===== config.mk =====
export PLATFORM = sky130hd
export DESIGN_NAME = ysyx_23060208_ifu_fetch
export DESIGN_NICKNAME = d
export VERILOG_FILES = /design/src/rtl/ysyx_23060208_ifu_fetch.sv
export SDC_FILE = /design/constraint.sdc
export NUM_CORES = 1
export LEC_CHECK = 0
export BUFFER_PORTS_ARGS = -buffer_cell sky130_fd_sc_hd__buf_2
export CORE_MARGIN = 3
export CORE_UTILIZATION = 46
export CTS_CLUSTER_DIAMETER = 150
export DETAILED_ROUTE_END_ITERATION = 6
export PLACE_DENSITY = 0.82
export SYNTH_ARGS = -nofsm -noshare
export SYNTH_HDL_FRONTEND = slang
export SYNTH_SLANG_ARGS = --single-unit

===== constraint.sdc =====
create_clock -name clock -period 4.3 [get_ports clock]
set_clock_uncertainty 0.1 [all_clocks]
set_input_delay 0.86 -clock clock [delete_from_list [all_inputs] [get_ports clock]]
set_output_delay 0.86 -clock clock [all_outputs]
set_load 0.03 [all_outputs]

===== src/rtl/ysyx_23060208_ifu_fetch.sv =====
// ----------------------------------------------------------------------------
// ysyx_23060208_ifu_fetch
//
// Instruction fetch unit. It takes one PC from the PC register, issues a
// single AXI4-Lite read for it, captures the returned word and presents it
// to the decoder together with its address and a fault flag. Only one read
// is ever in flight; the unit walks IDLE -> ADDR -> DATA -> HOLD -> IDLE.
//
// Parameters
//   DATA_WIDTH  width of pc, araddr, rdata, inst and inst_pc (default 32)
//
// Optional feature (compile-time macro)
//   YSYX_23060208_IFU_ALIGN_CHECK_EN
//     When defined, a pc whose two low bits are not zero is not fetched.
//     It goes straight to HOLD with fault=1 and inst=0, and no AR
//     transaction is issued. When undefined, every pc is fetched.
//
// Ports
//   clock      single clock, all state updates on its rising edge
//   reset      asynchronous, active-high reset
//   pc         fetch address from the PC register
//   pc_valid   pc holds a new address to fetch
//   pc_ready   unit accepts pc this cycle (IDLE only)
//   araddr     AXI4-Lite read address (always equals inst_pc)
//   arvalid    read address valid (ADDR only)
//   arready    read address accepted by the slave
//   rdata      read data
//   rresp      read response, 2'b00 = OKAY
//   rvalid     read data valid
//   rready     unit accepts read data (DATA only)
//   inst       fetched instruction
//   inst_pc    address of inst
//   fault      fetch fault (bad rresp, or misalignment when enabled)
//   out_valid  inst, inst_pc and fault are valid (HOLD only)
//   out_ready  decoder accepts inst
// ----------------------------------------------------------------------------
module ysyx_23060208_ifu_fetch #(
  parameter int DATA_WIDTH = 32
) (
  input  logic                  clock,
  input  logic                  reset,

  input  logic [DATA_WIDTH-1:0] pc,
  input  logic                  pc_valid,
  output logic                  pc_ready,

  output logic [DATA_WIDTH-1:0] araddr,
  output logic                  arvalid,
  input  logic                  arready,

  input  logic [DATA_WIDTH-1:0] rdata,
  input  logic [1:0]            rresp,
  input  logic                  rvalid,
  output logic                  rready,

  output logic [DATA_WIDTH-1:0] inst,
  output logic [DATA_WIDTH-1:0] inst_pc,
  output logic                  fault,
  output logic                  out_valid,
  input  logic                  out_ready
);

  typedef enum logic [1:0] {
    IDLE = 2'd0,
    ADDR = 2'd1,
    DATA = 2'd2,
    HOLD = 2'd3
  } state_t;

  state_t                state_reg;
  state_t                state_next;
  logic [DATA_WIDTH-1:0] inst_pc_reg;
  logic [DATA_WIDTH-1:0] inst_pc_next;
  logic [DATA_WIDTH-1:0] inst_reg;
  logic [DATA_WIDTH-1:0] inst_next;
  logic                  fault_reg;
  logic                  fault_next;

  // The state register resets to IDLE, but pc_ready must stay low while
  // reset is held. This flag is cleared by reset and set on the first
  // rising edge afterwards, so pc_ready remains a pure register decode
  // rather than a combinational function of the reset pin.
  logic                  run_reg;

  logic                  pc_fire;
  logic                  misaligned;

  // --------------------------------------------------------------------------
  // Moore outputs: decoded from registered state only.
  // --------------------------------------------------------------------------
  assign pc_ready  = (state_reg == IDLE) && run_reg;
  assign arvalid   = (state_reg == ADDR);
  assign rready    = (state_reg == DATA);
  assign out_valid = (state_reg == HOLD);

  // The address register doubles as the reported instruction address, so
  // araddr is stable for the whole arvalid interval by construction.
  assign araddr    = inst_pc_reg;
  assign inst_pc   = inst_pc_reg;
  assign inst      = inst_reg;
  assign fault     = fault_reg;

  assign pc_fire   = pc_valid && pc_ready;

`ifdef YSYX_23060208_IFU_ALIGN_CHECK_EN
  assign misaligned = (pc[1:0] != 2'b00);
`else
  assign misaligned = 1'b0;
`endif

  // --------------------------------------------------------------------------
  // State and datapath registers.
  // --------------------------------------------------------------------------
  always_ff @(posedge clock or posedge reset) begin
    if (reset) begin
      state_reg   <= IDLE;
      inst_pc_reg <= '0;
      inst_reg    <= '0;
      fault_reg   <= 1'b0;
      run_reg     <= 1'b0;
    end else begin
      state_reg   <= state_next;
      inst_pc_reg <= inst_pc_next;
      inst_reg    <= inst_next;
      fault_reg   <= fault_next;
      run_reg     <= 1'b1;
    end
  end

  // --------------------------------------------------------------------------
  // Next-state and datapath update.
  // Inputs that arrive outside the state that consumes them (pc_valid
  // outside IDLE, rvalid outside DATA, out_ready outside HOLD) simply fall
  // through to the hold-current-value defaults.
  // --------------------------------------------------------------------------
  always_comb begin
    state_next   = state_reg;
    inst_pc_next = inst_pc_reg;
    inst_next    = inst_reg;
    fault_next   = fault_reg;

    case (state_reg)
      IDLE: begin
        if (pc_fire) begin
          inst_pc_next = pc;
          if (misaligned) begin
            // Report the fault without touching the bus.
            inst_next  = '0;
            fault_next = 1'b1;
            state_next = HOLD;
          end else begin
            state_next = ADDR;
          end
        end
      end

      ADDR: begin
        if (arready) begin
          state_next = DATA;
        end
      end

      DATA: begin
        if (rvalid) begin
          inst_next  = rdata;
          fault_next = (rresp != 2'b00);
          state_next = HOLD;
        end
      end

      HOLD: begin
        if (out_ready) begin
          state_next = IDLE;
        end
      end

      default: begin
        state_next = IDLE;
      end
    endcase
  end

endmodule


==> flow_summary.toml <==
[status]
status = "finished, final reports clean"

[floorplan]
initial_core_util = 0.480
die_h_um = 85.0
die-area_um2 = 7230
rows = 28
fp.coreArea_um2 = 5990
die_width_um = 85.0
ios = 173

[synthesis]
synth_warnings = 0
syn-num-nets = 269
synthCells = 192
ys_ff_latch = 68
ys_seq_area_frac = 0.592
syn_area_um2 = 2870
syn_avg_cell_area_um2 = 15.0
synth_largest_area_cell = "dfrtp_1"
ys_top_cells_by_area = "dfrtp_1 (59%), mux2_2 (25%), buf_4 (8.4%)"
synthDistinctLibCells = 16
yosysTopAreaCellShare = 0.592

[timing]
tightest_slew_ns = 1.06
hold_ws_ns = 0.397
setup_viol = 0
fin_ws_ns = 1.69
slew_violations = 0
fmax_mhz = 383
finalHoldViolations = 0
timing.slew.headroom = 0.292
final.min_clock_period_ns = 2.61
finalCritPeriodShare = 0.608
timing.setup.tns_ns = 0
grt_setup_unrepaired = "no"

[pwr]
power.leakage_nw = 2.00
switching_share = 0.478
p_int_mw = 1.94
vdd_drop_max_uv = 573
clkPwrFrac = 0.136
comb_power_share = 0.555
power_density_nw_per_um2 = 981
switchingPower_mw = 1.77
pwr-share-seq = 0.309

[final_layout]
final_cell_mix = "buf_2 (172), dfrtp_1 (68), mux2_2 (64), clkbuf_8 (14), ha_1 (5)"
final_area_um2 = 3780
nFillCells = 466
area_growth_pct = 31.6
antenna_cells = 0
final_common_cell = "buf_2"
final_core_util = 0.631
fin_nets = 417
layout-drive-gt1-share = 0.742

[grt]
antenna_found_initial = 0
grt_pass1_vias = 2054
overflow = 0
grtUsageTotal = 0.167
grt_pass1_wl_um = 9410
grt_max_degree = 53

[critical_path]
cpPeakStageDelay_ns = 0.41
cp.arrival_ns = 2.71
cp_slowest_cell = "a2111oi_4"
critPathLaunchType = "register"
path_cells = "inv_1 -> ha_1 -> nand3_2 -> buf_4 -> a2111oi_4 -> mux2_1"
cp-end-kind = "register"
cp_max_fo = 19
worstSetupPathType = "reg -> reg"
crit_family = "buffers and inverters"
cp_data_required_time_ns = 4.40
path_buf_inv = 2

[clock_tree]
numCtsBuffers = 9
cts_tree = "built"
cts_root_buffer = "clkbuf_8"
clk_latency_ns = 0.32
cts.sinks = 68
h-tree-depth = 3
worst_setup_hold_path_clk_slew_ns = 0.07
ctsHoldBuffers = 0
cts_resized = 0
max-clock-path-buffers = 2
post_cts_buffers = 0

[placed_design]
dp_slack_ns = 1.59
io_buffer_count = 172
gp_congestion = 0.676
placed_cell_area_um2 = 3580
dp_hpwl_um = 4620

[route]
wl_um = 5890
num_vias = 1960
drtPass1Iterations = 4
drtIter0Drc = 23
wire_per_inst_um = 14.0
drt-vias-per-instance = 4.67
final_antenna_net_count = 0
drc = 0

[worst_hold_path]
hp-class = "reg -> reg"

[flow_run]
max_cap_violations = 0
[synthesized netlist by cell type]
master,instances
a2111oi_4,1
and2_1,1
buf_2,6
buf_4,32
conb_1,1
dfrtp_1,68
ha_1,5
inv_1,3
mux2_1,1
mux2_2,64
mux2i_1,1
nand2_1,2
nand3_2,1
nor2_1,2
nor2b_1,3
o21ai_0,1
[metal layers]
layer,track usage,vias up,wire [um]
met4,0.0835,0,105
met5,0,-,0
met3,0.0534,10,543
li1,-,912,-
met1,0.191,937,2230
met2,0.280,101,3020
[worst min-delay path, delay by kind of cell (launching register included)]
| kind | cells | cell delay, ns |
|---|---|---|
| AOI/OAI and AO/OA | 1 | 0.07 |
| DFF | 1 | 0.34 |
| and+or+nand+nor | 1 | 0.05 |
[power groups by stage]
stage,clock network (mW),logic (mW),registers (mW)
finish,0.504,2.06,1.15
global route,0.551,2.17,1.20
CTS,0.520,2.09,1.15
detailed placement,0,2.08,1.16
global placement,0,2.05,1.14
floorplan,0,1.05,1.78
[final timing paths]
| check | startpoint | endpoint | slack (ns) | cells after the start |
|---|---|---|---|---|
| worst max register to register | state_reg[0] | state_reg[1] | 1.69 | 6 |
| worst min-delay path | fault | fault | 0.40 | 2 |
| worst min register to register | fault | fault | 0.40 | 2 |
| worst max-delay path | state_reg[0] | state_reg[1] | 1.69 | 6 |
| min in group asynchronous | reset | araddr[2] | 0.69 | 2 |
| max in group asynchronous | reset | inst[6] | 2.58 | 3 |
[through the flow]
step	total power, mW	instances
floorplan	2.83	192
global placement	3.20	404
detailed placement	3.24	404
CTS	3.76	420
global route	3.91	420
finish	3.71	420
[logic make-up after synthesis]
logic type	after synthesis	synth area share
and+or+nand+nor	9	0.0174
AOI/OAI and AO/OA	2	0.0113
other	1	0.00130
buffers and inverters	41	0.0980
adders and majority gates	5	0.0218
muxes	66	0.258
DFF	68	0.592
[layout make-up]
cell class	instances	area [um^2]	share of cell area
clock buffer	16	200	0.0529
tap	75	93.8	0.0248
multi-input combinational	83	891	0.236
timing repair buffer	175	883	0.234
inverter	3	11.3	0.00298
sequential	68	1700	0.450
Power figures use the tool's default switching activity.
